<file path="config.mk">
export PLATFORM = sky130hd
export DESIGN_NAME = matrix_vector_engine
export DESIGN_NICKNAME = d
export VERILOG_FILES = /design/src/rtl/matrix_vector_engine_pkg.sv /design/src/rtl/matrix_vector_engine_mac.sv /design/src/rtl/matrix_vector_engine.sv
export SDC_FILE = /design/constraint.sdc
export NUM_CORES = 2
export LEC_CHECK = 0
export CAP_MARGIN = 20
export CORE_AREA = 8 8 388 390
export CTS_CLUSTER_SIZE = 14
export DETAILED_ROUTE_END_ITERATION = 7
export DIE_AREA = 0 0 396 398
export HOLD_SLACK_MARGIN = 0.02
export SYNTH_ARGS = -nofsm -noshare
export SYNTH_HDL_FRONTEND = slang
export SYNTH_SLANG_ARGS = --single-unit
</file>
<file path="constraint.sdc">
create_clock -name clk -period 38.9 [get_ports clk]
set_input_delay 7.78 -clock clk [delete_from_list [all_inputs] [get_ports clk]]
set_output_delay 7.78 -clock clk [all_outputs]
set_load 0.02 [all_outputs]
</file>
<file path="src/rtl/matrix_vector_engine_pkg.sv">
// Shared definitions for the matrix-vector engine.
//   state_t     : controller state encoding
//   byte_offset : element index -> byte offset (index * bytes per element)
package matrix_vector_engine_pkg;

    typedef enum logic [2:0] {
        IDLE,
        LOAD_MAT,
        LOAD_VEC,
        COMPUTE,
        WRITE,
        DONE
    } state_t;

    function automatic logic [63:0] byte_offset(input logic [31:0] index,
                                                input int unsigned bytes_per_elem);
        return 64'(index) * 64'(bytes_per_elem);
    endfunction

endpackage

</file>
<file path="src/rtl/matrix_vector_engine_mac.sv">
// mac_unit: registered unsigned multiply-accumulate, modulo 2^WIDTH.
//   clk, rst  : clock, asynchronous active-high reset (clears acc)
//   clear     : with en, load acc with a*b (first term of a row)
//   en        : accumulate this cycle
//   a, b      : operands
//   acc       : accumulated value
module mac_unit #(
    parameter int WIDTH = 32
) (
    input  logic             clk,
    input  logic             rst,
    input  logic             clear,
    input  logic             en,
    input  logic [WIDTH-1:0] a,
    input  logic [WIDTH-1:0] b,
    output logic [WIDTH-1:0] acc
);

    function automatic logic [WIDTH-1:0] wrap_mul(input logic [WIDTH-1:0] x,
                                                  input logic [WIDTH-1:0] y);
        return x * y;
    endfunction

    function automatic logic [WIDTH-1:0] wrap_add(input logic [WIDTH-1:0] x,
                                                  input logic [WIDTH-1:0] y);
        return x + y;
    endfunction

    logic [WIDTH-1:0] prod_p0;

    assign prod_p0 = wrap_mul(a, b);

    // stage p0 -> p1: product folded into the accumulator register
    always_ff @(posedge clk or posedge rst) begin
        if (rst)
            acc <= '0;
        else if (en)
            acc <= clear ? prod_p0 : wrap_add(acc, prod_p0);
    end

endmodule

</file>
<file path="src/rtl/matrix_vector_engine.sv">
// matrix_vector_engine: fetches an N x N matrix (row-major) and a stream of
// N-element vectors over a single-outstanding read port, computes M*v (or
// M^T*v) one MAC per cycle, and writes each result element over a write port.
//   start/transpose/reuseMatrix/workItemCount/matrixAddr/dataInAddr/dataOutAddr
//                  : job request and parameters, captured when start is seen in IDLE
//   rd_req/rd_addr/rd_gnt, rd_valid/rd_data : read request and returned data
//   wr_req/wr_addr/wr_data/wr_gnt           : write request
//   busy  : high outside IDLE;  done : one-cycle pulse in DONE
// Timing when rd_gnt is high in the first cycle of every rd_req, rd_valid
// follows in the next cycle, and wr_gnt is high in the first WRITE cycle:
//   each read = 2 cycles, each output element = DIM (COMPUTE) + 1 (WRITE)
//   per work item     = 2*DIM + DIM*(DIM+1) = DIM*DIM + 3*DIM  (28 for DIM=4)
//   matrix load       = 2*DIM*DIM                              (32 for DIM=4)
//   DONE              = 1
module matrix_vector_engine
    import matrix_vector_engine_pkg::*;
#(
    parameter int WIDTH   = 32,
    parameter int DIM     = 4,
    parameter int WI_BITS = 14
) (
    input  logic               clk,
    input  logic               rst,
    input  logic               start,
    input  logic               transpose,
    input  logic               reuseMatrix,
    input  logic [WI_BITS-1:0] workItemCount,
    input  logic [WIDTH-1:0]   matrixAddr,
    input  logic [WIDTH-1:0]   dataInAddr,
    input  logic [WIDTH-1:0]   dataOutAddr,
    output logic               rd_req,
    output logic [WIDTH-1:0]   rd_addr,
    input  logic               rd_gnt,
    input  logic               rd_valid,
    input  logic [WIDTH-1:0]   rd_data,
    output logic               wr_req,
    output logic [WIDTH-1:0]   wr_addr,
    output logic [WIDTH-1:0]   wr_data,
    input  logic               wr_gnt,
    output logic               busy,
    output logic               done
);

    localparam int BYTES = WIDTH / 8;
    localparam int MAT_N = DIM * DIM;
    localparam int MI_W  = $clog2(MAT_N);
    localparam int VW    = $clog2(DIM);

    state_t             state, state_nx;
    logic               trans_q;
    logic [WI_BITS-1:0] wi_total, item;
    logic [WIDTH-1:0]   mat_base, in_base, out_base;
    logic [MI_W-1:0]    fetch_cnt, load_last, mat_idx;
    logic [VW-1:0]      row, col;
    logic               outstanding;
    logic [WIDTH-1:0]   mat_cache [MAT_N];
    logic [WIDTH-1:0]   vec_cache [DIM];
    logic [WIDTH-1:0]   acc;
    logic [31:0]        vec_idx, out_idx;
    logic               loading, rd_done, load_fin, last_col, last_row, last_item;

    assign loading   = (state == LOAD_MAT) || (state == LOAD_VEC);
    // rd_valid only counts when this engine actually has a read in flight
    assign rd_done   = outstanding && rd_valid;
    assign load_last = (state == LOAD_MAT) ? MI_W'(MAT_N - 1) : MI_W'(DIM - 1);
    assign load_fin  = rd_done && (fetch_cnt == load_last);
    assign last_col  = (col == VW'(DIM - 1));
    assign last_row  = (row == VW'(DIM - 1));
    assign last_item = (item == wi_total - WI_BITS'(1));

    assign vec_idx = 32'(item) * 32'(DIM) + 32'(fetch_cnt);
    assign out_idx = 32'(item) * 32'(DIM) + 32'(row);
    assign mat_idx = trans_q ? MI_W'(32'(col) * 32'(DIM) + 32'(row))
                             : MI_W'(32'(row) * 32'(DIM) + 32'(col));

    // rd_addr/wr_addr/wr_data derive only from registers, so they stay
    // stable for as long as the request is held.
    assign rd_addr = (state == LOAD_MAT)
                   ? mat_base + WIDTH'(byte_offset(32'(fetch_cnt), BYTES))
                   : in_base  + WIDTH'(byte_offset(vec_idx, BYTES));
    assign wr_addr = out_base + WIDTH'(byte_offset(out_idx, BYTES));
    assign wr_data = acc;

    always_ff @(posedge clk or posedge rst) begin
        if (rst)
            state <= IDLE;
        else
            state <= state_nx;
    end

    always_comb begin
        state_nx = state;
        busy     = (state != IDLE);
        done     = (state == DONE);
        rd_req   = loading && !outstanding;
        wr_req   = (state == WRITE);
        case (state)
            IDLE: begin
                if (start) begin
                    if (workItemCount == '0)
                        state_nx = DONE;
                    else if (reuseMatrix)
                        state_nx = LOAD_VEC;
                    else
                        state_nx = LOAD_MAT;
                end
            end
            LOAD_MAT: if (load_fin) state_nx = LOAD_VEC;
            LOAD_VEC: if (load_fin) state_nx = COMPUTE;
            COMPUTE:  if (last_col) state_nx = WRITE;
            WRITE: begin
                if (wr_gnt) begin
                    if (!last_row)
                        state_nx = COMPUTE;
                    else if (last_item)
                        state_nx = DONE;
                    else
                        state_nx = LOAD_VEC;
                end
            end
            DONE:    state_nx = IDLE;
            default: state_nx = IDLE;
        endcase
    end

    always_ff @(posedge clk or posedge rst) begin
        if (rst) begin
            trans_q     <= 1'b0;
            wi_total    <= '0;
            item        <= '0;
            mat_base    <= '0;
            in_base     <= '0;
            out_base    <= '0;
            fetch_cnt   <= '0;
            row         <= '0;
            col         <= '0;
            outstanding <= 1'b0;
            for (int n = 0; n < MAT_N; n++) mat_cache[n] <= '0;
            for (int n = 0; n < DIM; n++)   vec_cache[n] <= '0;
        end else begin
            case (state)
                IDLE: begin
                    if (start) begin
                        trans_q   <= transpose;
                        wi_total  <= workItemCount;
                        mat_base  <= matrixAddr;
                        in_base   <= dataInAddr;
                        out_base  <= dataOutAddr;
                        item      <= '0;
                        fetch_cnt <= '0;
                        row       <= '0;
                        col       <= '0;
                    end
                end
                LOAD_MAT, LOAD_VEC: begin
                    if (rd_req && rd_gnt)
                        outstanding <= 1'b1;
                    if (rd_done) begin
                        outstanding <= 1'b0;
                        if (state == LOAD_MAT)
                            mat_cache[fetch_cnt] <= rd_data;
                        else
                            vec_cache[fetch_cnt[VW-1:0]] <= rd_data;
                        fetch_cnt <= load_fin ? '0 : fetch_cnt + MI_W'(1);
                    end
                end
                COMPUTE: col <= last_col ? '0 : col + VW'(1);
                WRITE: begin
                    if (wr_gnt) begin
                        if (last_row) begin
                            row  <= '0;
                            item <= item + WI_BITS'(1);
                        end else begin
                            row <= row + VW'(1);
                        end
                    end
                end
                default: ;
            endcase
        end
    end

    mac_unit #(.WIDTH(WIDTH)) u_mac (
        .clk   (clk),
        .rst   (rst),
        .clear (col == '0),
        .en    (state == COMPUTE),
        .a     (mat_cache[mat_idx]),
        .b     (vec_cache[col]),
        .acc   (acc)
    );

endmodule

</file>
==> results.sh <==
export IMPL_die_h_um=398
export IMPL_drt_iter0_drc=2907
export IMPL_final_cells=7305
export IMPL_grt_overflow=0
export IMPL_grt_max_degree=179
export IMPL_crit_type="register to output port"
export IMPL_final_common_cell="dfrtp_1"
export IMPL_max_clock_path_buffers=3
export IMPL_clkSlewWorstSetupHoldPaths_ps=60
export IMPL_ioPinCount=250
export IMPL_grt_total_usage=0.209
export IMPL_finish_utilization=0.447
export IMPL_synth_top_area_share=0.354
export IMPL_cp_num_buf_inv=2
export IMPL_synthToLayoutAreaGrowth_pct=12.9
export IMPL_fmaxAchievable_mhz=75.1
export IMPL_drc_errors=0
export IMPL_synth_distinct_cells=83
export IMPL_crit_family="compound AO/OA/AOI/OAI gates"
export IMPL_cts_root_buf="clkbuf_16"
export IMPL_async_reset_ff_frac=1.00
export IMPL_cts_buffers=90
export IMPL_grt_pass1_wl_um=257000
export IMPL_finalWirelength_um=165000
export IMPL_tightest_slew_ps=1190
export IMPL_grt_pass1_vias=41300
export IMPL_synth_edf_count=0
export IMPL_fin_nets=6068
export IMPL_synth_area_leaders="dfrtp_1 35%, mux2_2 15%, fa_1 14%"
export IMPL_synth_top_cell_by_area="dfrtp_1"
export IMPL_syn_avg_cell_area_um2=11.0
export IMPL_avgRoutedWirePerCell_um=22.6
export IMPL_postCtsSetupBuffers=0
export IMPL_final_antenna_net_count=0
export IMPL_finalCritPeriodShare=0.342
export IMPL_path_cells="ha_1, inv_1, fa_1, nor2b_1, o21ai_0, a21boi_0, o21ai_0, a21boi_0, o21ai_0, a21boi_0, o21ai_0, a21oi_1, o21ai_0, a21o_1, o311ai_0, clkdlybuf4s50_1"
export IMPL_numPortBuffers=249
export IMPL_finalInstanceArea_um2=64600
export IMPL_outcome="finished, final reports clean"
export IMPL_ys_flop_type="dfrtp_1"
export IMPL_cpMaxStageDelayCell="dfrtp_1"
export IMPL_holdBufCountCts=0
export IMPL_synth_cells=5197
export IMPL_cp_required_ps=31120
export IMPL_antenna_found_initial=17
export IMPL_synth_warnings=0
export IMPL_routabilityCongestion=0.890
export IMPL_crit_path_max_incr_delay_ps=720
export IMPL_first_pass_iters=5
export IMPL_min_period_ps=13310
export IMPL_hpwl_um=112000
export IMPL_end_kind="output port"
export IMPL_cts_sinks=809
export IMPL_dp_cells=7125
export IMPL_setup_viol=0
export IMPL_clock_skew_ps=42.3
export IMPL_vias=39400
export IMPL_coreArea_um2=145000
export IMPL_cp_max_fo=12
export IMPL_cp_arrival_ps=5530
export IMPL_drive_above_1_share=0.210
export IMPL_row_count=140
export IMPL_place_area_um2=61400
export IMPL_cap_violations=0
export IMPL_layout_common_cells="807 x dfrtp_1, 762 x mux2_2, 550 x nand2_1"
export IMPL_start_util=0.396
export IMPL_tritoncts="yes"
export IMPL_syn_area_um2=57200
export IMPL_slew_viol_final=0
export IMPL_yosys_register_bits=809
export IMPL_setup_tns_ps=0
export IMPL_synth_fp_nets=5964
export IMPL_n_fill_cell=13500
export IMPL_rsz0062_at_grt="false"
export IMPL_viasPerCell=5.39
export IMPL_die_area_um2=158000
export IMPL_hold_viol=0
export IMPL_htree_num_levels=3
export IMPL_crit_top_cell="o21ai_0"
export IMPL_clock_latency_ps=710
export IMPL_relSlewSlack=0.198
export IMPL_min_path_type="register to register"
export IMPL_dieWidth_um=396
export IMPL_cts_resized=0
export IMPL_worst_setup_path_start_kind="register"
export IMPL_synth_seq_area_share=0.354
-- path summary, 6_finish.rpt --
kind / from / endpoint / slack (ps) / depth (start not counted)
setup reg to reg: trans_q / u_mac.acc[31] / 26570 / 45
min in group asynchronous: rst / mat_base[22] / 7650 / 2
hold reg to reg: mat_cache[113] / mat_cache[113] / 500 / 1
max in group asynchronous: rst / vec_cache[108] / 28030 / 5
setup / recovery: row[0] / wr_addr[22] / 25590 / 16
hold / removal: mat_cache[113] / mat_cache[113] / 500 / 1
-- routing by layer --
layer,share of wire,global-route usage,up-vias
met5,0.000097,0,-
met4,0.029,0.0608,2
met3,0.057,0.0327,279
met2,0.47,0.344,1090
met1,0.44,0.286,20400
li1,-,-,17600
-- Yosys cell counts, types with 30 or more instances --
| master | n |
|---|---|
| a21o_1 | 30 |
| a21oi_1 | 108 |
| and2_1 | 129 |
| and3_1 | 44 |
| buf_1 | 40 |
| clkbuf_1 | 224 |
| dfrtp_1 | 809 |
| fa_1 | 413 |
| ha_1 | 204 |
| inv_1 | 498 |
| mux2_2 | 763 |
| mux2i_1 | 122 |
| mux4_2 | 78 |
| nand2_1 | 551 |
| nand2b_1 | 59 |
| nand3_1 | 91 |
| nor2_1 | 291 |
| nor2b_1 | 39 |
| nor3_1 | 31 |
| o21ai_0 | 115 |
| xnor2_1 | 135 |
| xor2_1 | 76 |
-- cell families (layout without fill, tap and decap cells) --
kind of cell               count (synthesis)  count (layout)  synth area share
adders and majority gates                617             617             0.189
buffers and inverters                    826            1003            0.0596
DFF                                      809             809             0.354
AOI/OAI and AO/OA                        442             442            0.0505
and+or+nand+nor                         1311            1311             0.105
xor gates and xnor gates                 217             217            0.0346
muxes                                    975             975             0.208
other                                      0              14                 0
-- registers in the layout, summed over array words and instances, names as in the netlist, 4 cells and up --
| name | count |
|---|---|
| wi_total | 14 |
| in_base | 32 |
| fetch_cnt | 4 |
| vec_cache | 128 |
| out_base | 32 |
| mat_cache | 512 |
| mat_base | 32 |
| u_mac.acc | 32 |
| item | 14 |
-- worst register-to-register path, delay by kind of cell (launching register included) --
kind / cells / cell delay, ps
adder cells (fa/ha/maj): 10 / 4150
AO/OA/AOI/OAI: 16 / 3540
buffers and inverters: 10 / 1660
multiplexers: 2 / 1000
flip-flops: 1 / 870
AND/OR/NAND/NOR: 6 / 800
XOR/XNOR: 1 / 180
-- metrics by stage --
| step | hold WS, ps | worst slack, ps |
|---|---|---|
| 2_1_floorplan | 470 | 8400 |
| 3_3_place_gp | 479 | 26430 |
| 3_5_place_dp | 487 | 26350 |
| 4_1_cts | 501 | 25560 |
| 5_1_grt | 505 | 25100 |
| 6_report | 499 | 25590 |
-- layout make-up --
type | instances | area, um^2 | share of cell area
antenna | 14 | 35.0 | 0.000543
tap | 1917 | 2400 | 0.0371
clock inverter | 30 | 389 | 0.00603
sequential | 809 | 20200 | 0.314
timing repair buffer | 339 | 3210 | 0.0496
inverter | 499 | 1880 | 0.0291
multi-input combinational | 3562 | 33700 | 0.522
clock buffer | 135 | 2700 | 0.0419
Power is not shown: default switching activity piles up to over one toggle a cycle in this logic, so the estimate is an artifact.
